**config.mk**
```make
export PLATFORM = sky130hd
export DESIGN_NAME = pipe_barrel_shifter
export DESIGN_NICKNAME = d
export VERILOG_FILES = /design/src/rtl/shifter_pkg.sv /design/src/rtl/shift_stage.sv /design/src/rtl/pipe_barrel_shifter.sv
export SDC_FILE = /design/constraint.sdc
export NUM_CORES = 1
export LEC_CHECK = 0
export CAP_MARGIN = 30
export CORE_ASPECT_RATIO = 1.5
export CORE_MARGIN = 8
export CORE_UTILIZATION = 55
export DETAILED_ROUTE_END_ITERATION = 8
export PLACE_DENSITY = 0.76
export SETUP_SLACK_MARGIN = 0.1
export SLEW_MARGIN = 40
export SYNTH_ARGS = -nofsm -noshare
export SYNTH_HDL_FRONTEND = slang
export SYNTH_HIERARCHICAL = 1
export SYNTH_SLANG_ARGS = --single-unit
```
**constraint.sdc**
```tcl
create_clock -name clk -period 4.7 [get_ports clk]
set_input_delay 1.41 -clock clk [delete_from_list [all_inputs] [get_ports clk]]
set_output_delay 1.41 -clock clk [all_outputs]
set_load 0.005 [all_outputs]
```
**src/rtl/shifter_pkg.sv**
```systemverilog
// Shared types and helpers for the pipelined barrel shifter.
package shifter_pkg;

  localparam int unsigned SHIFT_OP_W = 3;

  // Operation encoding; codes 5..7 are reserved and pass data through unchanged.
  typedef enum logic [SHIFT_OP_W-1:0] {
    SLL = 3'd0,
    SRL = 3'd1,
    SRA = 3'd2,
    ROL = 3'd3,
    ROR = 3'd4
  } shift_op_e;

  // True for operations that move bits toward the LSB.
  function automatic logic is_right(input logic [SHIFT_OP_W-1:0] op);
    return (op == SRL) || (op == SRA) || (op == ROR);
  endfunction

endpackage

```
**src/rtl/shift_stage.sv**
```systemverilog
// One log stage of the barrel shifter: shifts/rotates by the fixed amount
// SHAMT when enabled, otherwise passes the operand through. Purely combinational.
module shift_stage
  import shifter_pkg::*;
#(
  parameter int unsigned WIDTH = 64,
  parameter int unsigned SHAMT = 1
) (
  input  logic                  i_en,
  input  logic [SHIFT_OP_W-1:0] i_op,
  input  logic                  i_sign,
  input  logic [WIDTH-1:0]      i_data,
  output logic [WIDTH-1:0]      o_data
);

  // Select the shifted form of the operand for this stage's fixed distance.
  // SRA fills with the sign of the original operand, carried alongside the data,
  // because earlier stages may already have moved the current MSB.
  always_comb begin
    o_data = i_data;
    if (i_en) begin
      case (i_op)
        SLL:     o_data = i_data << SHAMT;
        SRL:     o_data = i_data >> SHAMT;
        SRA:     o_data = {{SHAMT{i_sign}}, i_data[WIDTH-1:SHAMT]};
        ROL:     o_data = {i_data[WIDTH-1-SHAMT:0], i_data[WIDTH-1:WIDTH-SHAMT]};
        ROR:     o_data = {i_data[SHAMT-1:0], i_data[WIDTH-1:SHAMT]};
        default: o_data = i_data;
      endcase
    end else begin
      o_data = i_data;
    end
  end

endmodule

```
**src/rtl/pipe_barrel_shifter.sv**
```systemverilog
// Parametrised log-stage barrel shifter (SLL/SRL/SRA/ROL/ROR) with optional
// pipeline registers after selected stages and a valid/ready handshake.
// Each registered boundary is a one-entry slice that advances when empty or
// when its successor accepts, giving full throughput and in-order delivery.
module pipe_barrel_shifter
  import shifter_pkg::*;
#(
  parameter int unsigned   WIDTH      = 64,
  parameter logic [31:0]   REG_STAGES = 32'b010101,
  parameter int unsigned   TAG_W      = 4,
  localparam int unsigned  SHAMT_W    = $clog2(WIDTH)
) (
  input  logic                  clk,
  input  logic                  rst_n,
  input  logic                  in_valid,
  output logic                  in_ready,
  input  logic [WIDTH-1:0]      in_data,
  input  logic [SHAMT_W-1:0]    in_shamt,
  input  logic [SHIFT_OP_W-1:0] in_op,
  input  logic [TAG_W-1:0]      in_tag,
  output logic                  out_valid,
  input  logic                  out_ready,
  output logic [WIDTH-1:0]      out_data,
  output logic [TAG_W-1:0]      out_tag
);

  // Everything that travels down the pipe with one operation.
  typedef struct packed {
    logic [WIDTH-1:0]      data;
    logic [SHAMT_W-1:0]    shamt;
    logic [SHIFT_OP_W-1:0] op;
    logic                  sign;
    logic [TAG_W-1:0]      tag;
  } beat_t;

  beat_t w_head;
  logic  w_unused_tail;

  assign w_head = '{data: in_data, shamt: in_shamt, op: in_op,
                    sign: in_data[WIDTH-1], tag: in_tag};

  for (genvar k = 0; k < SHAMT_W; k++) begin : g_st
    beat_t            w_in;
    beat_t            w_shifted;
    beat_t            w_out;
    logic [WIDTH-1:0] w_sdata;
    logic             w_v_in;
    logic             w_v_out;
    logic             w_rdy_in;
    logic             w_rdy_out;

    if (k == 0) begin : g_src
      assign w_in   = w_head;
      assign w_v_in = in_valid;
    end else begin : g_src
      assign w_in   = g_st[k-1].w_out;
      assign w_v_in = g_st[k-1].w_v_out;
    end

    if (k == SHAMT_W - 1) begin : g_snk
      assign w_rdy_out = out_ready;
    end else begin : g_snk
      assign w_rdy_out = g_st[k+1].w_rdy_in;
    end

    shift_stage #(
      .WIDTH (WIDTH),
      .SHAMT (32'd1 << k)
    ) u_stage (
      .i_en   (w_in.shamt[k]),
      .i_op   (w_in.op),
      .i_sign (w_in.sign),
      .i_data (w_in.data),
      .o_data (w_sdata)
    );

    assign w_shifted = '{data: w_sdata, shamt: w_in.shamt, op: w_in.op,
                         sign: w_in.sign, tag: w_in.tag};

    if (REG_STAGES[k]) begin : g_pipe
      logic  r_valid;
      beat_t r_beat;

      assign w_rdy_in = ~r_valid | w_rdy_out;
      assign w_v_out  = r_valid;
      assign w_out    = r_beat;

      // Load a new beat when the slot is empty or its occupant moves on; hold otherwise.
      // The payload is reset too, so out_data/out_tag read zero from reset.
      always_ff @(posedge clk or negedge rst_n) begin
        if (!rst_n) begin
          r_valid <= 1'b0;
          r_beat  <= '0;
        end else if (w_rdy_in) begin
          r_valid <= w_v_in;
          if (w_v_in) begin
            r_beat <= w_shifted;
          end
        end
      end
    end else begin : g_pipe
      assign w_rdy_in = w_rdy_out;
      assign w_v_out  = w_v_in;
      assign w_out    = w_shifted;
    end
  end

  assign in_ready  = g_st[0].w_rdy_in;
  assign out_valid = g_st[SHAMT_W-1].w_v_out;
  assign out_data  = g_st[SHAMT_W-1].w_out.data;
  assign out_tag   = g_st[SHAMT_W-1].w_out.tag;

  // Control fields are spent once the last stage has been applied.
  assign w_unused_tail = ^{g_st[SHAMT_W-1].w_out.shamt,
                           g_st[SHAMT_W-1].w_out.op,
                           g_st[SHAMT_W-1].w_out.sign};

endmodule

```
==> After elaboration in Yosys (flattened, before gate mapping) <==
Index checks and enable logic that the tools add are counted.
W data, S select, Z words.
{ "totals": {"out_inout_bits": 70, "elab_cells": 60, "regBits": 237} }
{ "classes": {"reduce_logical": 8, "n_eq_ne": 16, "mux": 12, "bitwise": 6} }
{ "ops": {"columns": ["operator", "count"], "rows": [
  ["$pmux W64 S5", 5],
  ["$mux W64", 6],
  ["$pmux W64 S4", 1],
  ["$eq A3 B2 Y1 const B", 8],
  ["$eq A3 B1 Y1 const B", 4],
  ["$eq A3 B3 Y1 const B", 4],
  ["$logic_not A3 Y1", 4],
  ["$reduce_and A2 Y1", 3],
  ["$not A1 Y1", 3],
  ["$or A1 B1 Y1", 3],
  ["$reduce_or A2 Y1", 1]
]} }

==> Longest topological paths before layout <==
Gate-level depths: netlist of the first run.
{ "logic_depth": {"depth_word": 5, "mapped_depth": 10, "depth_no_buf": 7} }

==> Hierarchy <==
The synthesis of the first run kept the hierarchy.
{ "by_module_without_submodules": {"columns": ["module", "area_per_inst_um2", "cells_each", "instances"], "rows": [
  ["pipe_barrel_shifter", 8565.7, 489, 1],
  ["shift_stage (g_st[0].u_stage)", 2133.3, 325, 1],
  ["shift_stage (g_st[2].u_stage)", 2087.0, 321, 1],
  ["shift_stage (g_st[3].u_stage)", 2039.5, 320, 1],
  ["shift_stage (g_st[4].u_stage)", 2030.7, 318, 1],
  ["shift_stage (g_st[1].u_stage)", 1996.9, 319, 1],
  ["shift_stage (g_st[5].u_stage)", 1286.2, 155, 1]
]} }

==> Worst setup path after synthesis of the first run <==
OpenSTA, ideal clock, no wires.
{ "synth_path": {"kind": "input to output", "startpoint": "in out_ready", "endpoint": "out in_ready", "t_arrival_ns": 1.627, "setup_slack_ns": 1.663, "path_buffers": 0, "cell_stages": 1, "path_cell_list": "nand4b_2"} }
{ "synth_via": {"elab_chain_cells": 3} }
{ "synth_lines": {"columns": ["item", "line", "rtl"], "rows": [
  ["from (decl)", "pipe_barrel_shifter.sv:22", "input logic out_ready,"],
  ["$or A1 B1 Y1 (3 in series)", "pipe_barrel_shifter.sv:84", "assign w_rdy_in = ~r_valid | w_rdy_out;"],
  ["to (decl)", "pipe_barrel_shifter.sv:16", "output logic in_ready,"]
]} }
No other way between the ends.

==> Final worst setup path of the first run <==
{ "layout_path": {"startpoint": "reg g_st[4].g_pipe.r_beat[5] in the netlist's numbering", "endpoint": "out out_data[57]"} }
{ "layout_via": {"elab_chain_cells": 4, "elab_cells_between_ends": 8, "classes_between": "4 x eq/ne; 2 x mux; 2 x reduce/logical"} }
{ "layout_lines": {"columns": ["item", "line", "rtl"], "rows": [
  ["from (decl)", "pipe_barrel_shifter.sv:82", "beat_t r_beat;"],
  ["from (signal assigned)", "pipe_barrel_shifter.sv:97", "r_beat <= w_shifted;"],
  ["$eq A3 B2 Y1 / $eq A3 B3 Y1 (equally long branches)", "shift_stage.sv:22", "case (i_op)"],
  ["$reduce_or A2 Y1 (no source line)", null, null],
  ["$pmux W64 S4 *", "shift_stage.sv:22", null],
  ["$mux W64 *", "shift_stage.sv:21", "if (i_en) begin"],
  ["to (decl)", "pipe_barrel_shifter.sv:23", "output logic [WIDTH-1:0] out_data,"]
]} }
Mark *: on every way between the ends. The rest lies on a longest branch, timed or not.

==> impl_metrics.json, run 1 <==
{
  "drt_iter0_markers": 2054,
  "worstPathCellList": "nor2_2 -> o21a_2 -> buf_12 -> a2bb2oi_1 -> clkdlybuf4s50_1",
  "track_usage_pct": 27.4,
  "final_common_cell": "a31oi_1",
  "synth-seq-cells": 228,
  "ir_drop_v": 0.000358,
  "post-route-util_pct": 60.7,
  "root_buffer": "clkbuf_16",
  "die_w_um": 172,
  "netlist_instances": 2247,
  "htreeDepth": 1,
  "fmax_ghz": 0.247,
  "synth_cell_types": 46,
  "rsz0062_at_grt": "false",
  "maxSlewViolCount": 0,
  "grt_pass1_vias": 17800,
  "p_per_area_nw_per_um2": 631,
  "place_congestion": 0.911,
  "post_drt_via_cell_ratio": 6.97,
  "endpoint_kind": "output port",
  "gr-total-overflow": 0,
  "yosys-top-cells-area": "dfrtp_1, o211ai_1, mux2_2, a31oi_1, nand3b_1",
  "avgSynthCellArea_um2": 8.96,
  "drc": 0,
  "synth_top_area_share_pct": 28.3,
  "syn-num-nets": 2328,
  "fin_cells": 2671,
  "cts_tree": "built",
  "fillers": 3167,
  "hold_path_class": "reg -> reg",
  "synth-edff-count": 0,
  "syn_to_final_growth_pct": 9.92,
  "place_inst": 2629,
  "synthArstFlopShare_pct": 100,
  "numClockSinks": 228,
  "num_rows": 86,
  "cts_buffers": 22,
  "syn_area_um2": 20100,
  "finalPower_w": 0.0140,
  "yosysTopAreaCell": "dfrtp_1",
  "boundaryPins": 151,
  "crit_slowest_cell": "clkdlybuf4s50_1",
  "nets": 2254,
  "io_buffers": 150,
  "final-setup-viol-count": 0,
  "grt_pass1_wl_mm": 96.9,
  "final_cell_mix": "a31oi_1, a21oi_1, o211ai_1, nand3b_1, dfrtp_1",
  "postRouteAntennaNets": 0,
  "hpwl_mm": 43.2,
  "antenna_found_initial": 1,
  "yosysSeqAreaShare_pct": 28.3,
  "vias": 18600,
  "cts_buffer_depth": 3,
  "max_stage_delay_ns": 0.55,
  "clk_latency_ns": 0.54,
  "leakage_nw": 7.37,
  "critical_path_class": "reg -> out",
  "max-slew-margin-rel_pct": 46.3,
  "drive_gt1_share_pct": 16.2,
  "start_kind": "register",
  "path_clk_slew_ns": 0.06,
  "grt_max_degree": 121,
  "ctsHoldBuffers": 0,
  "initial_core_util_pct": 55.2,
  "finalHoldViolCount": 0,
  "drv_cap": 0,
  "cp_max_fo": 64,
  "arrival_ns": 2.64,
  "cts_repair_resize_count": 0,
  "finalClockSkew_ns": 0.0115,
  "status": "complete, no violations",
  "wirelength_mm": 61.6,
  "wl_per_cell_um": 23.0,
  "first_pass_iters": 6,
  "core_um2": 36500,
  "cts_setup_buffers": 0,
  "dieArea_um2": 43100,
  "synth_warnings": 6,
  "critPathRequiredTime_ns": 3.29,
  "fin_setup_tns_ns": 0,
  "synthFlopType": "dfrtp_1",
  "dieHeight_um": 250,
  "worst_pin_slew_ns": 0.805,
  "fin_crit_sh_pct": 86.3,
  "min_period_ns": 4.05
}
[synth_stat cells, types with 5 or more instances]
cell       number
nand3b_1      259
o211ai_1      288
nand2b_1        6
mux2_2        179
clkbuf_1      108
a31oi_1       320
and2_1          6
a21oi_1       319
mux2_1         80
buf_6          25
a2bb2oi_1      32
a22oi_1        30
nand2_1        32
dfrtp_1       228
buf_4          38
nor2_1          5
o21ai_1         5
buf_1           9
buf_8           6
nor2b_1        35
buf_2         130
o21ai_0        34
mux2_4         28
and3b_1         6
o22ai_1         5
[worst paths after layout]
path	from	to	slack [ns]	cells after the start
min reg2reg	g_st[0].g_pipe.r_beat[1]$_DFFE_PN0P_	g_st[2].g_pipe.r_beat[1]$_DFFE_PN0P_	0.50	1
max reg2reg	g_st[2].g_pipe.r_beat[6]$_DFFE_PN0P_	g_st[4].g_pipe.r_beat[51]$_DFFE_PN0P_	1.37	8
max in group asynchronous	rst_n	g_st[2].g_pipe.r_beat[53]$_DFFE_PN0P_	2.97	3
min in group asynchronous	rst_n	g_st[2].g_pipe.r_beat[1]$_DFFE_PN0P_	0.78	1
max	g_st[4].g_pipe.r_beat[5]$_DFFE_PN0P_	out_data[57]	0.65	5
min	g_st[0].g_pipe.r_beat[1]$_DFFE_PN0P_	g_st[2].g_pipe.r_beat[1]$_DFFE_PN0P_	0.50	1
[logic make-up (layout without fill, tap and decap cells)]
logic type,after synthesis,count (layout),share of synthesized area [%]
other,0,1,0
AO/OA/AOI/OAI,1041,1041,32.6
multiplexers,288,288,16.6
XOR/XNOR,10,10,0.938
flip-flops,228,228,28.3
buffers and inverters,320,259,8.99
AND/OR/NAND/NOR,360,360,12.5
[power by group]
part	switching, W	total, W	leakage (nW)	internal, W
Sequential	0.000989	0.00372	2.61	0.00273
Combinational	0.00452	0.00843	4.39	0.00391
Clock	0.000763	0.00182	0.364	0.00106
Total	0.00627	0.0140	7.37	0.00770
[final cells by class]
type                       count  area (um2)  share of cell area [%]
tap                          484         606                    2.74
antenna                        1        2.50                  0.0113
inverter                       1        3.75                  0.0170
timing repair buffer         221        2260                    10.2
clock buffer                  30         642                    2.90
clock inverter                 7        88.8                   0.401
sequential                   228        5720                    25.9
multi-input combinational   1699       12800                    57.9
[state kept, by name, summed over array words and instances, names as in the netlist]
| register | count |
|---|---|
| g_st.g_pipe.r_beat | 221 |
| g_st.g_pipe.r_valid | 2 |
| out_tag | 4 |
| out_valid | 1 |
[per-stage QoR]
| step | area (um2) | hold slack (ns) | setup slack [ns] |
|---|---|---|---|
| 5_1_grt | 22100 | 0.525 | 0.543 |
| 3_3_place_gp | 21300 | 0.482 | 0.693 |
| 3_5_place_dp | 21300 | 0.489 | 0.665 |
| 2_1_floorplan | 20100 | 0.474 | 1.66 |
| 4_1_cts | 22000 | 0.505 | 0.420 |
| 6_report | 22100 | 0.503 | 0.645 |
[worst max-delay path: cells and delay by family (launching register included)]
family	cells	cell delay [ns]
compound gates	2	0.44
buf+inv	2	0.85
flops	1	0.44
simple gates	1	0.30
[metal layers]
| layer | global-route usage [%] | share of wire [%] |
|---|---|---|
| met5 | 0 | 0.021 |
| met1 | 31.6 | 38 |
| met3 | 2.68 | 4.9 |
| met4 | 16.9 | 6.4 |
| met2 | 47.7 | 50 |
Power figures use the tool's default switching activity.
==> inputs of run 2 (changes only) <==
Settings changed: CORE_UTILIZATION 55 to 65, PLACE_DENSITY 0.76 to 0.87.
==> impl_metrics.json, run 2 (synthesis results as in run 1) <==
{
  "regToRegStartpoint": "g_st[0].g_pipe.r_beat[6]$_DFFE_PN0P_",
  "maxSlewViolCount": 0,
  "drive_gt1_share_pct": 16.2,
  "grtUsageMet2_pct": 54.0,
  "num_rows": 79,
  "multi_input_area_um2": 12800,
  "clk_latency_ns": 0.53,
  "crit_slowest_cell": "nor3_4",
  "dieArea_um2": 37000,
  "path_clk_slew_ns": 0.06,
  "regMostFlops": "g_st.g_pipe.r_beat",
  "grt_max_degree": 104,
  "grt_use_met1_pct": 35.6,
  "worst_pin_slew_ns": 0.847,
  "reg2reg_to": "g_st[2].g_pipe.r_beat[75]$_DFFE_PN0P_",
  "whs_endpoint": "g_st[2].g_pipe.r_beat[0]$_DFFE_PN0P_",
  "htreeDepth": 1,
  "hpwl_mm": 42.0,
  "root_buffer": "clkbuf_16",
  "hp-start": "g_st[0].g_pipe.r_beat[0]$_DFFE_PN0P_",
  "die_w_um": 160,
  "rrSetupSlack_ns": 1.28,
  "place_congestion": 0.935,
  "cts_buffers": 22,
  "r2r.worst_path.cells": 8,
  "p_per_area_nw_per_um2": 633,
  "final_cell_mix": "a31oi_1, a21oi_1, o211ai_1, nand3b_1, dfrtp_1",
  "wirelength_mm": 60.7,
  "gr-total-overflow": 0,
  "finalHoldViolCount": 0,
  "fin_crit_sh_pct": 88.4,
  "boundaryPins": 151,
  "grt_pass1_vias": 18200,
  "dieHeight_um": 232,
  "drt_iter0_markers": 2261,
  "endpoint_kind": "output port",
  "status": "complete, no violations",
  "ctsHoldBuffers": 0,
  "wl_per_cell_um": 23.4,
  "initial_core_util_pct": 65.5,
  "core_um2": 30700,
  "critical_path_class": "reg -> out",
  "io_buffers": 150,
  "fillers": 2292,
  "syn_to_final_growth_pct": 9.03,
  "vias": 19100,
  "cts_setup_buffers": 0,
  "track_usage_pct": 31.3,
  "postRouteAntennaNets": 0,
  "worstPathCellList": "nor3_4 -> buf_4 -> nor2b_1 -> mux2_4 -> clkdlybuf4s50_1",
  "critPathRequiredTime_ns": 3.29,
  "nets": 2254,
  "finalClockSkew_ns": 0.0130,
  "gr-usage-met3_pct": 4.12,
  "cts_tree": "built",
  "post_drt_via_cell_ratio": 7.37,
  "regArea_um2": 5720,
  "leakage_nw": 7.34,
  "min_period_ns": 4.16,
  "antenna_found_initial": 0,
  "drc": 0,
  "ir_drop_v": 0.000330,
  "cts_buffer_depth": 3,
  "final_common_cell": "a31oi_1",
  "rsz0062_at_grt": "false",
  "hold_path_class": "reg -> reg",
  "drv_cap": 0,
  "grt_pass1_wl_mm": 97.3,
  "dp_slack_ns": 0.674,
  "first_pass_iters": 6,
  "max_stage_delay_ns": 0.67,
  "largest_reg_flops": 221,
  "holdPathStages": 1,
  "top_usage_layer": "met2",
  "cts_repair_resize_count": 0,
  "cp_max_fo": 18,
  "fin_setup_tns_ns": 0,
  "n_antenna_cell": 0,
  "numClockSinks": 228,
  "max-slew-margin-rel_pct": 43.3,
  "final-setup-viol-count": 0,
  "start_kind": "register",
  "arrival_ns": 2.75,
  "setup_slack_ns": 0.544,
  "fmax_ghz": 0.241
}
run 2: critical path, delay by kind of cell, from the launching register on:
family / cells / cell delay, ns
AND/OR/NAND/NOR: 2 / 0.74
multiplexers: 1 / 0.25
flip-flops: 1 / 0.44
buffers and inverters: 2 / 0.76
run 2: power breakdown:
part	total, W	leakage [nW]	switching (W)	internal [W]
Clock	0.00183	0.362	0.000762	0.00107
Sequential	0.00374	2.61	0.00101	0.00273
Combinational	0.00834	4.36	0.00446	0.00388
Total	0.0139	7.34	0.00624	0.00767
run 2: how the worst max path moves through the flow:
stage	from	end	slack, ns	depth (start not counted)
4_1_cts	g_st[4].g_pipe.r_beat[5]$_DFFE_PN0P_	out_data[27]	0.54	5
3_5_place_dp	out_ready	in_ready	0.67	3
5_1_grt	g_st[4].g_pipe.r_beat[5]$_DFFE_PN0P_	out_data[30]	0.44	5
3_3_place_gp	out_ready	in_ready	0.71	3
6_report	g_st[4].g_pipe.r_beat[5]$_DFFE_PN0P_	out_data[28]	0.54	5
2_1_floorplan	out_ready	in_ready	1.66	1
run 2: metrics by stage:
step | power, W | hold slack [ns] | instances | util (%) | instance area [um2]
2_1_floorplan | 0.00912 | 0.474 | 2247 | - | 20100
3_3_place_gp | 0.0116 | 0.481 | 2547 | 68.6 | 21100
3_5_place_dp | 0.0119 | 0.494 | 2551 | 68.8 | 21200
4_1_cts | 0.0138 | 0.506 | 2590 | 71.2 | 21900
5_1_grt | 0.0147 | 0.521 | 2593 | 71.4 | 22000
6_report | 0.0139 | 0.501 | 2593 | 71.4 | 22000
run 2: cell type report:
class	instances	area share, %
Timing Repair Buffer	221	9.90
Clock inverter	7	0.399
Multi-Input combinational cell	1699	58.4
Clock buffer	32	2.96
Sequential cell	228	26.1
Tap cell	405	2.31
Inverter	1	0.0171
run 2: metal layers:
| layer | wire length, um | part of all wire [%] |
|---|---|---|
| met5 | 0 | 0 |
| met4 | 4370 | 7.2 |
| met3 | 3930 | 6.5 |
| met2 | 30100 | 50 |
| met1 | 22300 | 37 |
==> inputs of run 3 (changes only) <==
Settings changed: CORE_UTILIZATION 65 to 54, MAX_ROUTING_LAYER set to met4, PLACE_DENSITY 0.87 to 0.74.
==> impl_metrics.json, run 3 (synthesis results as in run 1) <==
{
  "drt_iter0_markers": 2108,
  "hpwl_mm": 43.5,
  "wirelength_mm": 61.7,
  "maxSlewViolCount": 0,
  "core_um2": 36800,
  "finalClockSkew_ns": 0.0125,
  "final_cell_mix": "a31oi_1, a21oi_1, o211ai_1, nand3b_1, dfrtp_1",
  "dieArea_um2": 43900,
  "dieHeight_um": 253,
  "leakage_nw": 7.39,
  "cts_repair_resize_count": 0,
  "regMostFlops": "g_st.g_pipe.r_beat",
  "max-slew-margin-rel_pct": 42.1,
  "root_buffer": "clkbuf_16",
  "critical_path_class": "reg -> out",
  "arrival_ns": 2.84,
  "drive_gt1_share_pct": 16.7,
  "vias": 18900,
  "final_common_cell": "a31oi_1",
  "cts_buffer_depth": 3,
  "gr-total-overflow": 0,
  "multi_input_area_um2": 12800,
  "critPathRequiredTime_ns": 3.29,
  "io_buffers": 150,
  "boundaryPins": 151,
  "path_clk_slew_ns": 0.06,
  "antenna_found_initial": 0,
  "finalHoldViolCount": 0,
  "p_per_area_nw_per_um2": 631,
  "cts_setup_buffers": 0,
  "grt_pass1_vias": 18000,
  "post_drt_via_cell_ratio": 7.04,
  "rsz0062_at_grt": "false",
  "fin_setup_tns_ns": 0,
  "initial_core_util_pct": 54.7,
  "min_period_ns": 4.25,
  "htreeDepth": 1,
  "syn_to_final_growth_pct": 9.97,
  "fillers": 3201,
  "track_usage_pct": 27.5,
  "ctsHoldBuffers": 0,
  "largest_reg_flops": 221,
  "first_pass_iters": 8,
  "cp_max_fo": 64,
  "hold_path_class": "reg -> reg",
  "regArea_um2": 5720,
  "status": "complete, no violations",
  "final-setup-viol-count": 0,
  "start_kind": "register",
  "nets": 2265,
  "grt_pass1_wl_mm": 98.7,
  "num_rows": 86,
  "fin_cells": 2684,
  "grt_max_degree": 94,
  "place_congestion": 0.963,
  "ir_drop_v": 0.000369,
  "worst_pin_slew_ns": 0.869,
  "place_inst": 2640,
  "cts_tree": "built",
  "clk_latency_ns": 0.53,
  "fin_crit_sh_pct": 90.3,
  "drv_cap": 0,
  "postRouteAntennaNets": 0,
  "cts_buffers": 23,
  "wl_per_cell_um": 23.0,
  "numClockSinks": 228,
  "fmax_ghz": 0.236,
  "endpoint_kind": "output port",
  "die_w_um": 174,
  "drc": 0
}
## run 3: cell count changes in the layout (fill, tap and decap cells not counted), sizes merged
cell / before / now
diode: 0 / 1
clkinv: 4 / 7
buf: 75 / 85
clkbuf: 32 / 30
## run 3: through the flow
| stage | power [W] | hold WS (ns) | setup WS (ns) | cell area [um2] | utilization (%) |
|---|---|---|---|---|---|
| 2_1_floorplan | 0.00912 | 0.474 | 1.66 | 20100 | - |
| 3_3_place_gp | 0.0118 | 0.484 | 0.703 | 21300 | 57.9 |
| 5_1_grt | 0.0149 | 0.518 | 0.332 | 22100 | 60.2 |
| 3_5_place_dp | 0.0121 | 0.489 | 0.652 | 21400 | 58.1 |
| 4_1_cts | 0.0139 | 0.503 | 0.407 | 22100 | 60.0 |
| 6_report | 0.0140 | 0.499 | 0.455 | 22100 | 60.2 |
## run 3: worst max-delay path, stage by stage, from the launching register on
cell and delay [ns]:
dfrtp_1 0.44, nor2_2 0.15, buf_4 0.33, o21a_2 0.20
buf_12 0.29, mux2_4 0.33, clkdlybuf4s50_1 0.48
## run 3: area by class of cell
cell class                      instances  share of cell area [%]
Timing Repair Buffer                  231                    10.3
Clock inverter                         10                   0.463
Inverter                                1                  0.0169
Multi-Input combinational cell       1699                    57.9
Clock buffer                           30                    2.76
Tap cell                              484                    2.73
Sequential cell                       228                    25.8
Antenna cell                            1                  0.0113
## run 3: metal layers
metal / share of wire (%) / global-route usage, % / vias to the layer above
li1: - / - / 8665
met1: 38 / 31.0 / 9260
met2: 51 / 47.4 / 817
met3: 5.6 / 2.98 / 154
met4: 5.8 / 15.4 / 0
met5: 0 / - / -
## run 3: final timing paths
path                                                            from                                     to  slack (ns)  cells after the start
worst max-delay path            g_st[4].g_pipe.r_beat[5]$_DFFE_PN0P_                           out_data[13]        0.45                      6
worst min-delay path            g_st[0].g_pipe.r_beat[1]$_DFFE_PN0P_   g_st[2].g_pipe.r_beat[1]$_DFFE_PN0P_        0.50                      1
worst max register to register  g_st[0].g_pipe.r_beat[7]$_DFFE_PN0P_  g_st[2].g_pipe.r_beat[75]$_DFFE_PN0P_        1.36                      8
worst min register to register  g_st[0].g_pipe.r_beat[1]$_DFFE_PN0P_   g_st[2].g_pipe.r_beat[1]$_DFFE_PN0P_        0.50                      1
max in group asynchronous                                      rst_n  g_st[0].g_pipe.r_beat[69]$_DFFE_PN0P_        2.92                      2
min in group asynchronous                                      rst_n  g_st[4].g_pipe.r_beat[21]$_DFFE_PN0P_        0.86                      1
## run 3: power breakdown
part,switching (W),total [W],internal (W)
logic,0.00452,0.00847,0.00394
clock network,0.000759,0.00178,0.00102
registers,0.00100,0.00373,0.00273
total,0.00628,0.0140,0.00769
